$ cat src/rtl/gpio_pwm_pkg.sv
// Shared definitions for the PWM waveform sequencer: state encoding, table entry layout, channel control codes.
// Latency: n/a (package only).
// Backpressure: n/a (package only).
package gpio_pwm_pkg;

  // Sequencer states; the encoding is visible to the register bank for debug reads.
  typedef enum logic [1:0] {
    ST_IDLE = 2'd0,
    ST_LOAD = 2'd1,
    ST_RUN  = 2'd2,
    ST_DONE = 2'd3
  } seq_state_t;

  // Table entry layout: [31:20] high ticks, [19:8] low ticks, [7:0] extra repeats.
  localparam int HOUT_MSB = 31;
  localparam int HOUT_LSB = 20;
  localparam int LOUT_MSB = 19;
  localparam int LOUT_LSB = 8;
  localparam int REPS_MSB = 7;
  localparam int REPS_LSB = 0;

  // gpio_pwm channel control codes.
  localparam logic [1:0] PWM_CTRL_OFF  = 2'd0;
  localparam logic [1:0] PWM_CTRL_CONT = 2'd3;

  // Value of the per-period tick counter on the tick that closes a period.
  // The sum is 13 bits so two full-scale 12-bit fields cannot wrap; an empty
  // period (both fields zero) still lasts one tick.
  function automatic logic [12:0] period_last(input logic [11:0] hout,
                                              input logic [11:0] lout);
    logic [12:0] len;
    len = {1'b0, hout} + {1'b0, lout};
    return (len == 13'd0) ? 13'd0 : (len - 13'd1);
  endfunction

endpackage

$ cat src/rtl/gpio_pwm_seq_ram.sv
// Waveform table: DEPTH x 32 storage with a synchronous write port and a registered read port.
// Latency: write visible one cycle after wr_en; rd_data updates one cycle after rd_en.
// Backpressure: none; writes are accepted every cycle, rd_data holds while rd_en is low.
module gpio_pwm_seq_ram #(
  parameter int DEPTH = 16,
  parameter int AW    = 4
) (
  input  logic          clk,
  input  logic          reset_l,
  input  logic          wr_en,
  input  logic [AW-1:0] wr_addr,
  input  logic [31:0]   wr_data,
  input  logic          rd_en,
  input  logic [AW-1:0] rd_addr,
  output logic [31:0]   rd_data
);

  logic [31:0] mem [DEPTH];

  // Table storage is deliberately left unreset so firmware contents survive only by rewrite.
  always_ff @(posedge clk) begin
    if (wr_en) begin
      mem[wr_addr] <= wr_data;
    end
  end

  // Read register doubles as the channel's hout/lout source, so it holds between reads.
  always_ff @(posedge clk or negedge reset_l) begin
    if (!reset_l) begin
      rd_data <= '0;
    end else if (rd_en) begin
      rd_data <= mem[rd_addr];
    end
  end

endmodule

$ cat src/rtl/gpio_pwm_seq.sv
// Plays a table of (hout, lout, reps) PWM entries into one gpio_pwm channel, advancing on period ends.
// Latency: start -> LOAD next cycle -> channel enabled one cycle later; entry switch costs one LOAD cycle.
// Backpressure: none; ticks outside RUN and start while busy are dropped. Optional IRQ: GPIO_PWM_SEQ_IRQ_EN.
module gpio_pwm_seq
  import gpio_pwm_pkg::*;
#(
  parameter int DEPTH = 16,
  parameter int AW    = 4
) (
  input  logic          clk,
  input  logic          reset_l,
  input  logic          tick,
  input  logic          wr_en,
  input  logic [AW-1:0] wr_addr,
  input  logic [31:0]   wr_data,
  input  logic [AW-1:0] seq_last,
  input  logic          loop_en,
  input  logic          start,
  input  logic          abort,
  output logic [11:0]   pwm_hout,
  output logic [11:0]   pwm_lout,
  output logic [1:0]    pwm_ctrl,
  output logic          busy,
  output logic [AW-1:0] cur_idx,
  output logic          done
`ifdef GPIO_PWM_SEQ_IRQ_EN
  ,
  output logic          irq,
  input  logic          irq_clr
`endif
);

  seq_state_t    state_q, state_nxt;
  logic [AW-1:0] idx_q, idx_nxt;
  logic [AW-1:0] last_q, last_nxt;
  logic [12:0]   per_q, per_nxt;
  logic [12:0]   per_last;
  logic [7:0]    rep_q, rep_nxt;
  logic [7:0]    reps;
  logic [1:0]    ctrl_q, ctrl_nxt;
  logic          rd_en;
  logic [31:0]   rd_data;

  gpio_pwm_seq_ram #(
    .DEPTH (DEPTH),
    .AW    (AW)
  ) u_ram (
    .clk     (clk),
    .reset_l (reset_l),
    .wr_en   (wr_en),
    .wr_addr (wr_addr),
    .wr_data (wr_data),
    .rd_en   (rd_en),
    .rd_addr (idx_q),
    .rd_data (rd_data)
  );

  // The read register holds the entry being played, so the channel fields come straight from it.
  assign pwm_hout = rd_data[HOUT_MSB:HOUT_LSB];
  assign pwm_lout = rd_data[LOUT_MSB:LOUT_LSB];
  assign reps     = rd_data[REPS_MSB:REPS_LSB];
  assign per_last = period_last(pwm_hout, pwm_lout);

  assign pwm_ctrl = ctrl_q;
  assign busy     = (state_q == ST_LOAD) || (state_q == ST_RUN);
  assign done     = (state_q == ST_DONE);
  assign cur_idx  = idx_q;

  // State and counter registers.
  always_ff @(posedge clk or negedge reset_l) begin
    if (!reset_l) begin
      state_q <= ST_IDLE;
      idx_q   <= '0;
      last_q  <= '0;
      per_q   <= '0;
      rep_q   <= '0;
      ctrl_q  <= PWM_CTRL_OFF;
    end else begin
      state_q <= state_nxt;
      idx_q   <= idx_nxt;
      last_q  <= last_nxt;
      per_q   <= per_nxt;
      rep_q   <= rep_nxt;
      ctrl_q  <= ctrl_nxt;
    end
  end

  // Next-state logic. rep_q counts periods already finished for the current
  // entry; the entry is complete when it has played reps+1 periods.
  always_comb begin
    state_nxt = state_q;
    idx_nxt   = idx_q;
    last_nxt  = last_q;
    per_nxt   = per_q;
    rep_nxt   = rep_q;
    rd_en     = 1'b0;

    case (state_q)
      ST_IDLE: begin
        if (start) begin
          state_nxt = ST_LOAD;
          idx_nxt   = '0;
          last_nxt  = seq_last;
        end
      end
      ST_LOAD: begin
        rd_en     = 1'b1;
        per_nxt   = '0;
        rep_nxt   = '0;
        state_nxt = ST_RUN;
      end
      ST_RUN: begin
        if (tick) begin
          if (per_q == per_last) begin
            per_nxt = '0;
            if (rep_q != reps) begin
              rep_nxt = rep_q + 8'd1;
            end else if (idx_q != last_q) begin
              idx_nxt   = idx_q + AW'(1);
              state_nxt = ST_LOAD;
            end else if (loop_en) begin
              idx_nxt   = '0;
              state_nxt = ST_LOAD;
            end else begin
              state_nxt = ST_DONE;
            end
          end else begin
            per_nxt = per_q + 13'd1;
          end
        end
      end
      ST_DONE: begin
        state_nxt = ST_IDLE;
      end
      default: begin
        state_nxt = ST_IDLE;
      end
    endcase

    // Abort overrides everything, including a same-cycle start or period end,
    // and leaves the playing entry's fields and index untouched.
    if (abort) begin
      state_nxt = ST_IDLE;
      idx_nxt   = idx_q;
      last_nxt  = last_q;
      per_nxt   = per_q;
      rep_nxt   = rep_q;
      rd_en     = 1'b0;
    end

    // Channel stays enabled across LOAD so back-to-back entries do not glitch it off.
    case (state_nxt)
      ST_RUN:  ctrl_nxt = PWM_CTRL_CONT;
      ST_LOAD: ctrl_nxt = ctrl_q;
      default: ctrl_nxt = PWM_CTRL_OFF;
    endcase
  end

`ifdef GPIO_PWM_SEQ_IRQ_EN
  logic irq_set;
  logic irq_q;

  // Raise on normal completion or on a wrap back to entry 0 (a RUN->LOAD move from the last index).
  assign irq_set = (state_q == ST_RUN) &&
                   ((state_nxt == ST_DONE) ||
                    ((state_nxt == ST_LOAD) && (idx_q == last_q)));

  // Sticky interrupt flag; a set in the same cycle as a clear keeps it high.
  always_ff @(posedge clk or negedge reset_l) begin
    if (!reset_l) begin
      irq_q <= 1'b0;
    end else if (irq_set) begin
      irq_q <= 1'b1;
    end else if (irq_clr) begin
      irq_q <= 1'b0;
    end
  end

  assign irq = irq_q;
`endif

endmodule

$ cat config.mk
export PLATFORM = sky130hd
export DESIGN_NAME = gpio_pwm_seq
export DESIGN_NICKNAME = d
export VERILOG_FILES = /design/src/rtl/gpio_pwm_pkg.sv /design/src/rtl/gpio_pwm_seq_ram.sv /design/src/rtl/gpio_pwm_seq.sv
export SDC_FILE = /design/constraint.sdc
export NUM_CORES = 1
export LEC_CHECK = 0
export ABC_AREA = 1
export CAP_MARGIN = 20
export CORE_UTILIZATION = 30
export CTS_BUF_LIST = sky130_fd_sc_hd__clkbuf_8
export DETAILED_ROUTE_END_ITERATION = 8
export DONT_BUFFER_PORTS = 1
export PLACE_DENSITY_LB_ADDON = 0.12
export SLEW_MARGIN = 20
export SYNTH_ARGS = -nofsm -noshare
export SYNTH_HDL_FRONTEND = slang
export SYNTH_SLANG_ARGS = --single-unit
$ cat constraint.sdc
create_clock -name clk -period 3.2 [get_ports clk]
set_input_delay 0.64 -clock clk [delete_from_list [all_inputs] [get_ports clk]]
set_output_delay 0.64 -clock clk [all_outputs]
set_load 0.01 [all_outputs]
==> results by stage <==
Synthesis:
- The synthesized net count is between 2k and 2.5k.
- Yosys printed 0 warnings.
- The cell accounting for the most synthesized area is edfxtp_1.
- The portion of the post-synthesis area used by sequential elements is 0.694.
- The synthesized netlist contains 45 unique library cells.
- The number of flops mapped to enable cells by yosys is about 510.
- The fraction of registers with async set/reset is 0.111.
- In the synthesized netlist, the number of instances is between 2k and 2.5k.
- The synthesis-stage register bit count is about 580.
- Sorting the synthesized cells by area gives the leading types as edfxtp_1, dfrtp_1, o21ai_0, nor2_1, o221ai_1.
- The summed instance area of the synthesized netlist is 24500 µm².
- The synthesized area per cell is roughly 12 µm².
- The primary flip-flop cell chosen by synthesis mapping is edfxtp_1.
- Of the post-synthesis cell area, the dominant cell type holds 0.629.

Clocking:
- The root buffer cell is clkbuf_8.
- The H-tree generated during clock tree synthesis spans 3 levels.
- The clock transition at the register clock pins on the worst setup and hold paths after CTS is approximately 0.060 ns.
- The number of sinks handled by clock tree synthesis is between 500 and 600.
- The clock reaches the later pin of the worst-skew pair after roughly 0.7 ns.
- The CTS tree is done.
- Buffers inserted during clock tree synthesis total just under 100.
- The clock passes through at most 3 buffers.

Place:
- The placed wire-length estimate is around 44 mm.
- Port buffering added 0 buffers.
- The worst setup timing slack at the placement stage is -0.309 ns.
- The weighted congestion reported at the end of routability-driven placement is 0.820.
- The number of placed instances, taps included, is between 3k and 4k.

Worst setup path:
- The slack of the worst reg-to-reg path is -0.19 ns.
- Data on the critical path is required at its endpoint by approximately 3.8 ns.
- The biggest cell delay along the critical path is ~0.36 ns.
- The top cell family by delay on the critical path is simple AND/OR/NAND/NOR gates.
- Measured in cells, the most critical reg-to-reg path has a length of 26.
- The worst setup path is of the reg -> reg kind.
- The critical path runs through a total of 26 cells.
- The endpoint type of the worst setup path is a register.
- The arrival time reported for the critical path endpoint is between 3 and 4 ns.
- Counting both buffers and inverters, the worst setup path holds a total of 6.
- The category of the worst setup path launch point is a register.
- Of all nets on the critical path, the largest fanout is 6.
- Among all stages on the critical path, the largest delay is contributed by dfrtp_1.

Global routing:
- The maximum number of pins on one net before global-route repair is 66.
- The routing usage on met3 is 0.0311.
- The most congested layer reported by global routing is met2.
- The initial antenna violation count is 7.
- The number of global-route vias before repair is ~17k.
- The total global routing track utilization is 0.186.
- The total overflow left after global routing is 0.
- For met1 alone, demand over resource in global routing was 0.254.
- The global-route wire length before repair is around 110 mm.
- For met2 alone, demand over resource in global routing was 0.305.

Floorplanning:
- In this run the vertical extent of the chip is roughly 290 µm.
- The die outline area is between 80000 and 90000 µm².
- The total area inside the core boundary comes to ~81000 µm².
- The floorplan step set the die width to 287 µm.
- After floorplanning, the core was divided into approximately 100 placement rows.
- The initial cell density of the core is 0.304.
- 79 I/O pins were placed.

Detailed routing:
- The first TritonRoute pass finished after 5 iterations.
- The remaining number of nets flagged by the antenna check after routing is 0.
- The first routing iteration left approximately 1.2k violations.
- The routed layout has 16.9k vias.
- Dividing the detail-routed wire length by the instance count gives 23.0 µm.
- The residual DRC count is 0.
- The final wirelength is 77.1 mm.
- Dividing the detail-routed via count by the number of cells gives just over 5.

Layout:
- Leaving out fill and tap cells, the most frequent cell in the layout is edfxtp_1.
- The ratio of cells with drive above 1 in the final layout is 0.179.
- After filler insertion, the fill cell instance count of the layout stands at approximately 7.8k.
- The core occupancy in the finished layout is 0.363.
- From synthesis to final layout, the design area changed by 19.7%.
- The post-layout net count is ~2.3k.
- The top cell types in the final layout, fill and taps aside, are edfxtp_1, nor2_1, o21ai_0.
- The finished layout holds 3350 standard cells, fillers aside.

Timing:
- The portion of the clock cycle consumed by the worst path in the final layout is 1.06.
- The final critical delay including setup and external delays is approximately 3.4 ns.
- The worst hold-check slack is 0.0985 ns.
- For this run, the top clock speed supported by timing is between 200 and 300 MHz.
- The total count of hold-check failures in the final report is 0.
- The transition time at the pin with the least slew margin is ~0.75 ns.
- The number of pins with negative max-slew slack in the final report is 0.
- Setup repair after global routing could not meet its margin everywhere.
- Setup violations remaining at the end of the flow were counted as 25.
- Once routing completed, OpenROAD measured the worst setup slack at -0.193 ns.
- The remaining max-slew budget at the tightest pin is 0.502.
- The largest clock skew in the final design is 0.0285 ns.

Run:
- The number of violations of the max-capacitance limit is 0.

Power and ir drop:
- IR analysis of the VDD net gives a maximum drop of around 0.33 mV.
- Total power for the finished layout comes to around 24000 µW.
- The power per unit of standard cell area is approximately 810 nW/µm².
- The leakage power is approximately 0.010 µW.

Status:
- The run finished, with violations left.
- The final reports fail on setup timing.

Min path:
- Counting instances, the worst hold path has a depth of 1.
- The kind of path behind the tightest hold check is in -> reg.
[power breakdown]
part | total, µW | switching, µW | internal (µW) | leakage (µW)
registers | 9010 | 389 | 8620 | 0.00542
clock network | 6110 | 3090 | 3020 | 0.00108
logic | 8630 | 5130 | 3500 | 0.00395
[cell usage after synthesis, types with 4 or more instances]
library cell	count
edfxtp_1	512
nor2_1	360
o21ai_0	293
nand2_1	170
clkbuf_1	115
o221ai_1	90
nand3_1	81
inv_1	76
dfrtp_1	64
a21oi_1	59
o22ai_1	40
buf_4	25
ha_1	21
a31oi_1	19
nand4_1	15
xor2_1	15
a21o_1	13
nor3_1	11
nand2_2	9
nor2_2	7
or2_2	7
inv_2	5
nand3_2	5
nor4_1	5
mux2_2	4
nand3b_1	4
nor3b_1	4
[registers in the layout, indices dropped and copies added, names as in the netlist]
signal         flops
u_ram.mem        512
u_ram.rd_data     32
per_q             13
rep_q              8
cur_idx            4
last_q             4
state_q            2
pwm_ctrl           1
[layer usage]
metal | routed length [µm] | part of all wire
met1 | 35400 | 0.46
met5 | 42 | 0.00054
met2 | 36200 | 0.47
met3 | 4030 | 0.052
met4 | 1440 | 0.019
[stage by stage]
| stage | instance area (µm²) | TNS, ns |
|---|---|---|
| 4_1_cts | 29100 | -5.83 |
| 6_report | 29300 | -3.70 |
| 3_5_place_dp | 26700 | -5.98 |
| 2_1_floorplan | 24500 | -0.0274 |
| 3_3_place_gp | 26700 | -6.04 |
| 5_1_grt | 29300 | -11.73 |
[cell type report]
type / count / area [µm²] / share of cell area
diodes: 2 / 5.00 / 0.000171
clock buffers: 103 / 1420 / 0.0484
clock inverters: 79 / 379 / 0.0130
inverters: 83 / 320 / 0.0109
multi-input cells: 1252 / 6880 / 0.235
flip-flops and latches: 576 / 17000 / 0.581
well taps: 1060 / 1330 / 0.0453
repair buffers: 195 / 1940 / 0.0664
[worst register-to-register path, cell delays in order, from the launching register on]
cell	delay, ns
dfrtp_1	0.36
ha_2	0.19
inv_2	0.04
fa_2	0.36
inv_4	0.10
nand2_4	0.07
nand2_2	0.08
nand3_2	0.09
nand2_2	0.09
nand2_1	0.06
nand2_2	0.07
nand2_2	0.07
buf_6	0.13
nor2_4	0.13
xor2_2	0.17
nand2_1	0.07
nand2_1	0.06
nand2_1	0.06
nor2_1	0.10
nand2_1	0.10
nor2_2	0.13
nand2_2	0.10
buf_4	0.15
buf_6	0.12
a21oi_4	0.17
buf_6	0.15
nor3b_1	0.05
[path summary, 6_finish.rpt]
path	to	startpoint
hold / removal	last_q[2]	seq_last[2]
setup / recovery	per_q[9]	u_ram.rd_data[8]
setup reg to reg	per_q[9]	u_ram.rd_data[8]
max in group asynchronous	cur_idx[2]	reset_l
min in group asynchronous	per_q[11]	reset_l
hold reg to reg	last_q[1]	last_q[1]
[timing repair]
item / CTS / global route
hold buffers: 34 / 0
setup buffers: 14 / 2
resized for setup: 51 / 22
pin swaps: 40 / 28
endpoints found under the hold margin: 576 / 0
gates cloned: 1 / 0
endpoints found under the setup margin: 27 / 28
[cell families after synthesis]
kind of cell    count (synthesis)  share of synthesized area
simple gates                  687                      0.121
mux                             4                    0.00184
flops                         576                      0.694
xor+xnor                       17                    0.00609
compound gates                522                      0.126
fa+ha+maj                      22                     0.0116
buf+inv                       227                     0.0393
Power figures use the tool's default switching activity.
